$ cat config.mk
export PLATFORM = sky130hd
export DESIGN_NAME = reg_scoreboard
export DESIGN_NICKNAME = d
export VERILOG_FILES = /design/src/rtl/reg_scoreboard.sv
export SDC_FILE = /design/constraint.sdc
export NUM_CORES = 1
export LEC_CHECK = 0
export ABC_AREA = 1
export BUFFER_PORTS_ARGS = -buffer_cell sky130_fd_sc_hd__buf_2
export CELL_PAD_IN_SITES_DETAIL_PLACEMENT = 1
export CELL_PAD_IN_SITES_GLOBAL_PLACEMENT = 1
export CORE_MARGIN = 5
export CORE_UTILIZATION = 47
export DETAILED_ROUTE_END_ITERATION = 12
export PLACE_DENSITY = 0.93
export SKIP_LAST_GASP = 1
export SLEW_MARGIN = 20
export SYNTH_ARGS = -nofsm -noshare
export SYNTH_HDL_FRONTEND = slang
export SYNTH_SLANG_ARGS = --single-unit
$ cat constraint.sdc
create_clock -name clk -period 12.2 [get_ports clk]
set_input_delay 2.44 -clock clk [delete_from_list [all_inputs] [get_ports clk]]
set_output_delay 2.44 -clock clk [all_outputs]
set_load 0.02 [all_outputs]
$ cat src/rtl/reg_scoreboard.sv
// Register-hazard scoreboard for the decode stage: per-register in-flight write
// counters, data/structural/serialize stall generation and a drain FSM.
module reg_scoreboard #(
    parameter int CNT_W     = 2,
    parameter int WB_BYPASS = 1
) (
    input  logic             clk,
    input  logic             rst,
    input  logic             id_valid,
    input  logic [4:0]       id_rs1,
    input  logic [4:0]       id_rs2,
    input  logic             id_uses_rs1,
    input  logic             id_uses_rs2,
    input  logic [4:0]       id_rd,
    input  logic             id_regwen,
    input  logic             id_serialize,
    input  logic             ex_ready,
    input  logic             kill_valid,
    input  logic [4:0]       kill_rd,
    input  logic             wb_regwen,
    input  logic [4:0]       wb_rd,
    output logic             stall_id,
    output logic             id_issue,
    output logic [5+CNT_W-1:0] outstanding,
    output logic             drain_active,
    output logic             err_sticky
);

    localparam int OUT_W = 5 + CNT_W;
    localparam logic [CNT_W-1:0] CNT_MAX = '1;
    localparam logic [CNT_W:0]   MAX_W   = {1'b0, CNT_MAX};

    typedef enum logic {IDLE, DRAIN} state_t;

    state_t               state, state_next;
    logic [CNT_W-1:0]     cnt      [32];
    logic [CNT_W-1:0]     cnt_next [32];
    logic [OUT_W-1:0]     out_next;
    logic                 err_hit;
    logic [CNT_W:0]       up, dn, val;
    logic                 rs1_busy, rs2_busy, rd_dec, haz, sat, ser;

    // x0 is never written, so cnt[0] stays zero and reads of x0 never stall.
    always_comb begin
        rs1_busy = cnt[id_rs1] != '0;
        rs2_busy = cnt[id_rs2] != '0;
        if (WB_BYPASS != 0 && wb_regwen && wb_rd == id_rs1 && cnt[id_rs1] == CNT_W'(1))
            rs1_busy = 1'b0;
        if (WB_BYPASS != 0 && wb_regwen && wb_rd == id_rs2 && cnt[id_rs2] == CNT_W'(1))
            rs2_busy = 1'b0;
        rd_dec   = (wb_regwen && wb_rd == id_rd) || (kill_valid && kill_rd == id_rd);
        haz      = id_valid && ((id_uses_rs1 && rs1_busy) || (id_uses_rs2 && rs2_busy));
        sat      = id_valid && id_regwen && id_rd != '0 && cnt[id_rd] == CNT_MAX && !rd_dec;
        ser      = id_valid && id_serialize && (state == DRAIN || outstanding != '0);
        stall_id = !rst && (haz || sat || ser);
        id_issue = id_valid && !stall_id && ex_ready && !rst;
    end

    // Underflow and overflow clamp the counter and raise the sticky error.
    always_comb begin
        cnt_next[0] = '0;
        out_next    = '0;
        err_hit     = 1'b0;
        up          = '0;
        dn          = '0;
        val         = '0;
        for (int r = 1; r < 32; r++) begin
            up = {1'b0, cnt[r]} + (CNT_W+1)'(id_issue && id_regwen && id_rd == 5'(r));
            dn = (CNT_W+1)'(wb_regwen && wb_rd == 5'(r))
               + (CNT_W+1)'(kill_valid && kill_rd == 5'(r));
            if (dn > up) begin
                cnt_next[r] = '0;
                err_hit     = 1'b1;
            end else begin
                val = up - dn;
                if (val > MAX_W) begin
                    cnt_next[r] = CNT_MAX;
                    err_hit     = 1'b1;
                end else begin
                    cnt_next[r] = val[CNT_W-1:0];
                end
            end
            out_next = out_next + OUT_W'(cnt_next[r]);
        end
    end

    always_comb begin
        state_next = state;
        case (state)
            IDLE:    if (id_valid && id_serialize && outstanding != '0) state_next = DRAIN;
            DRAIN:   if (outstanding == '0) state_next = IDLE;
            default: state_next = IDLE;
        endcase
    end

    always_ff @(posedge clk) begin
        if (rst) begin
            for (int r = 0; r < 32; r++) cnt[r] <= '0;
            outstanding <= '0;
            err_sticky  <= 1'b0;
            state       <= IDLE;
        end else begin
            for (int r = 0; r < 32; r++) cnt[r] <= cnt_next[r];
            outstanding <= out_next;
            err_sticky  <= err_sticky | err_hit;
            state       <= state_next;
        end
    end

    assign drain_active = (state == DRAIN);

endmodule

* Yosys cells after proc, flatten, opt, wreduce, memory -nomap -nowiden *
Memories as Yosys holds them, arrays and structs flattened.
Cells that the tools add are included.

storage, ports and cells
  bits of input ports = 35
  memories kept = 1
  RAM bits = 64
  bits in registers = 9

operators by class
  bitwise logic cells = 34
  reductions and logical operators = 127
  equal/unequal tests = 100
  add/subtract/negate cells = 123
  order comparisons = 62
  mux-type cells = 164

memories
  memory  depth  bits a word  rd ports  clocked after memory_dff  wr ports  RTL line  source
  cnt     32     2            34        0                         32        36        logic [CNT_W-1:0] cnt [32];

operators by type and width
  kind                                                                              number
  5-bit == test (second input constant)                                             48
  2-bit two-way mux                                                                 94
  7-bit by 2-bit adder with 7-bit output                                            25
  5-bit by 4-bit == test with 1-bit output (second input constant)                  24
  1-bit logical AND                                                                 114
  2-bit by 1-bit adder with 3-bit output                                            31
  2-bit by 3-bit greater-than comparator with 1-bit output                          31
  3-bit by 2-bit greater-than comparator with 1-bit output (second input constant)  31
  3-bit by 2-bit subtractor with 3-bit output                                       31
  1-bit two-way mux                                                                 69
  1-bit by 1-bit adder with 2-bit output                                            31
  5-bit by 3-bit == test with 1-bit output (second input constant)                  12
  1-bit bitwise OR                                                                  33
  5-bit by 2-bit == test with 1-bit output (second input constant)                  6
  5-bit == test                                                                     4
  5-bit by 1-bit == test with 1-bit output (second input constant)                  3
  6-bit by 2-bit adder with 7-bit output                                            1
  7-bit zero test                                                                   1
  7-bit nonzero test                                                                1
  5-bit by 2-bit adder with 6-bit output                                            1
  4-bit by 2-bit adder with 5-bit output                                            1
  1-bit logical OR                                                                  5
  5-bit nonzero test                                                                1
  3-bit by 2-bit adder with 4-bit output                                            1
  7 further kinds                                                                   11

* Longest topological paths before layout *
  word-level depth = 82
  gate-level depth with buffers = 49

* Worst setup path before layout *
OpenSTA, ideal clock, no wires.

  path type = input to register
  from = input id_rd[1]
  to = register outstanding[5]
  library setup time = 0.125 ns
  stages = 42
  path buffers = 2
  data required time = 12.075 ns
  setup slack = 2.219 ns
  data arrival time = 9.856 ns
  path through = buf_4 -> nor2_2 -> nand2_1 -> nand2_1 -> nor2_1 -> nor2_1 -> nor2_1 -> nand2_1 -> nand2_1 -> nand2_1 -> nand3_1 -> nand2_1 -> nand2_2 -> nand4_4 -> buf_6 -> nor2_2 -> ha_1 -> ha_1 -> [6 not listed] -> o21ai_0 -> inv_1 -> fa_1 -> fa_1 -> fa_1 -> inv_1 -> fa_1 -> inv_1 -> fa_1 -> fa_1 -> fa_1 -> ha_1 -> inv_1 -> fa_1 -> nor3_1 -> a211oi_1 -> o21ai_0 -> a21oi_1

RTL lines
  item                  RTL line  source
  from (decl)           14        input logic [4:0] id_rd,
  to (signal assigned)  104       outstanding <= out_next;
  to (decl)             24        output logic [5+CNT_W-1:0] outstanding,

==> impl_metrics.sql <==
INSERT INTO impl_metrics (metric_group, metric, value, unit) VALUES
('synth', 'synth.ff_latch_count', '71', ''),
('clock_network', 'cts.path.max_buffers', '2', ''),
('route', 'drt-total-wl', '49.1', 'mm'),
('timing', 'drv_slew', '0', ''),
('cells_and_area', 'nets', '2026', ''),
('cells_and_area', 'multi_input_gate_area_in_the_final_layout', '0.00834', 'sq mm'),
('clock_network', 'cts_made_buffers', '9', ''),
('cells_and_area', 'total_of_fill_cells_in_the_finished_design', '3284', ''),
('clock_network', 'count_of_hold_buffers_inserted_by_post_cts_repair', '0', ''),
('grt', 'grt_max_degree', '68', ''),
('clock_network', 'number_of_buffers_inserted_to_repair_setup_after_cts', '0', ''),
('clock_network', 'h-tree-depth', '3', ''),
('hold_path', 'worstHoldPathCells', '2', ''),
('timing', 'maxClockFrequency', '87.8', 'MHz'),
('die', 'die_h', '168', 'microns'),
('critical_path', 'critical_path.most_common_cell', 'sky130_fd_sc_hd__fa_1', ''),
('route', 'vias', '12000', ''),
('timing', 'finalSetupViolations', '0', ''),
('timing', 'hold_viol_final', '0', ''),
('grt', 'globalRoute.totalOverflow', '0', ''),
('critical_path', 'start_kind', 'input pin', ''),
('clock_network', 'worst_skew_pair.late_latency', '0.36', 'ns'),
('synth', 'synthCells', '1725', ''),
('grt', 'overall_global_routing_usage', '0.350', ''),
('timing', 'setup_tns', '0', 'ns'),
('cells_and_area', 'post-route-cell-area', '0.0124', 'sq mm'),
('synth', 'netlist-cell-type-count', '35', ''),
('route', 'postRouteAntennaNets', '0', ''),
('die', 'core_region_area', '0.0244', 'sq mm'),
('timing', 'rsz_0062_raised_after_global_routing', 'no', ''),
('synth', 'syn_avg_cell_area', '6.76', 'sq um'),
('outcome', 'outcome', 'finished clean', ''),
('clock_network', 'clk_pin_slew_worst_paths', '0.07', 'ns'),
('placement', 'place.port_buffers', '45', ''),
('placement', 'placed_cell_area', '0.0121', 'sq mm'),
('die', 'start_util', '0.478', ''),
('route', 'avgRoutedWirePerCell', '23.7', 'microns'),
('route', 'initialDrtViolationCount', '1340', ''),
('die', 'floorplan.die.width', '168', 'microns'),
('synth', 'share_of_synthesized_area_occupied_by_flip_flops_and_latches', '0.122', ''),
('hold_path', 'hold_path_class', 'reg2reg', ''),
('die', 'die_area', '0.0281', 'sq mm'),
('synth', 'yosysWarningCount', '0', ''),
('route', 'drt_drc_violations_left', '0', ''),
('placement', 'gp_routability_congestion', '1.05', ''),
('clock_network', 'cts_tree', 'yes', ''),
('synth', 'postSynthNetCount', '2013', ''),
('cells_and_area', 'antenna_cells_inserted', '0', ''),
('clock_network', 'cts_repair_resize_count', '0', ''),
('critical_path', 'worst_path_largest_cell_delay', '0.66', 'ns'),
('timing', 'finalWorstPathRequiredPeriod', '11.39', 'ns'),
('placement', 'hpwlAfterDp', '40.9', 'mm'),
('power_and_ir_drop', 'irDropWorstVdd', '0.155', 'mV'),
('timing', 'worst_pin_slew', '0.866', 'ns'),
('clock_network', 'tritoncts_num_sinks', '71', ''),
('timing', 'post-route-period-util', '0.934', ''),
('critical_path', 'timing.critical_path.arrival', '11.64', 'ns'),
('grt', 'via_count_of_the_first_global_routing_pass', '13000', ''),
('critical_path', 'worstReg2RegStart', 'cnt[8][1]$_SDFF_PP0_', ''),
('cells_and_area', 'sequential_cell_area', '0.00142', 'sq mm'),
('grt', 'grt_antenna_before_repair', '0', ''),
('grt', 'wire_length_of_the_first_global_routing_pass', '75.0', 'mm'),
('critical_path', 'critPathLaunch', 'id_rs1[1]', ''),
('run', 'drv.max_cap_violation_count', '0', ''),
('critical_path', 'critical_path.slowest_cell', 'sky130_fd_sc_hd__fa_1', ''),
('die', 'placementRows', '57', ''),
('critical_path', 'worstSetupPathType', 'in2reg', ''),
('route', 'drt_first_pass_iters', '5', ''),
('critical_path', 'worst-r2r-cell-count', '42', ''),
('cells_and_area', 'layout-drive-gt1-share', '0.0729', ''),
('timing', 'worst_clock_skew', '0.0127', 'ns');
==> where the power goes <==
part / switching, W / leakage [nW] / internal [W]
clock: 0.000126 / 0.142 / 0.000159
sequential: 0.0000201 / 0.577 / 0.000255
combinational: 0.000614 / 6.16 / 0.000366
total: 0.000760 / 6.88 / 0.000779
==> cell families after synthesis <==
group,synth area share
adder cells (fa/ha/maj),0.348
buffers and inverters,0.163
XOR/XNOR,0.0113
flip-flops,0.122
AND/OR/NAND/NOR,0.286
AO/OA/AOI/OAI,0.0697
==> worst max-delay path: cells and delay by family <==
kind                     cells  cell delay (ns)
adder cells (fa/ha/maj)     12             5.24
buffers and inverters       10             1.63
AND/OR/NAND/NOR             13             1.52
AO/OA/AOI/OAI                5             0.78
==> cell type report <==
| cell class | count | share of cell area |
|---|---|---|
| Clock buffer | 9 | 0.0182 |
| Timing Repair Buffer | 62 | 0.0305 |
| Sequential cell | 71 | 0.115 |
| Multi-Input combinational cell | 1180 | 0.673 |
| Tap cell | 324 | 0.0327 |
| Inverter | 414 | 0.125 |
| Clock inverter | 7 | 0.00585 |
==> final timing paths <==
check,end,slack (ns)
hold / removal,drain_active$_SDFF_PP0_,0.60
setup reg to reg,outstanding[5]$_SDFF_PP0_,2.78
hold reg to reg,drain_active$_SDFF_PP0_,0.60
setup / recovery,outstanding[5]$_SDFF_PP0_,0.81
==> per-stage QoR <==
step                       util  setup WS, ns  hold WS, ns  total power, W  instances
after floorplan               -          2.22        0.593        0.000917       1725
after global placement    0.496         0.996        0.518         0.00113       2051
after detailed placement  0.496         0.618        0.578         0.00124       2051
after CTS                 0.508         0.924        0.590         0.00154       2067
after global routing      0.508         0.370        0.612         0.00167       2067
final                     0.508         0.806        0.598         0.00154       2067
==> layer usage <==
layer / share of wire / track usage / up-vias
met4: 0.091 / 0.252 / 0
met3: 0.091 / 0.0655 / 232
met5: 0 / 0 / -
met1: 0.37 / 0.412 / 5867
li1: - / - / 5290
met2: 0.45 / 0.571 / 655
==> sequential cells by signal (all words and copies together), names as in the netlist <==
signal and flops:
cnt 62, err_sticky 1, drain_active 1, outstanding 7
==> synth_stat cells (10+ instances only) <==
library cell	n	share of area
sky130_fd_sc_hd__inv_1	408	0.13
sky130_fd_sc_hd__nand2_1	349	0.11
sky130_fd_sc_hd__nor2_1	185	0.060
sky130_fd_sc_hd__nand3_1	160	0.069
sky130_fd_sc_hd__ha_1	134	0.14
sky130_fd_sc_hd__fa_1	119	0.20
sky130_fd_sc_hd__dfxtp_1	71	0.12
sky130_fd_sc_hd__o21ai_0	66	0.028
sky130_fd_sc_hd__or2_2	23	0.012
sky130_fd_sc_hd__buf_2	22	0.0094
sky130_fd_sc_hd__clkbuf_1	20	0.0064
sky130_fd_sc_hd__and2_1	17	0.0091
sky130_fd_sc_hd__a21oi_1	16	0.0069
sky130_fd_sc_hd__nor2_2	15	0.0080
sky130_fd_sc_hd__o31ai_1	14	0.0090
sky130_fd_sc_hd__nand4_1	13	0.0070
sky130_fd_sc_hd__o31a_1	13	0.0098
sky130_fd_sc_hd__buf_4	11	0.0071
sky130_fd_sc_hd__o211ai_1	11	0.0071
sky130_fd_sc_hd__xor2_1	10	0.0075
==> placed cells by master (no fill, tap or decap), drive strengths merged <==
master    count
inv         414
nand2       351
nor2        200
nand3       161
ha          134
fa          119
dfxtp        71
o21ai        66
buf          62
or2          23
and2         17
a21oi        16
o31ai        14
nand4        14
o31a         13
o211ai       11
xor2         10
clkbuf        9
o22ai         7
nor3          7
xnor2         5
nor4          5
clkinv        4
a31o          2
o2111ai       2
clkinvlp      2
a21boi        1
a211oi        1
o21bai        1
bufinv        1
No activity file was read; power rests on OpenSTA's default activity.
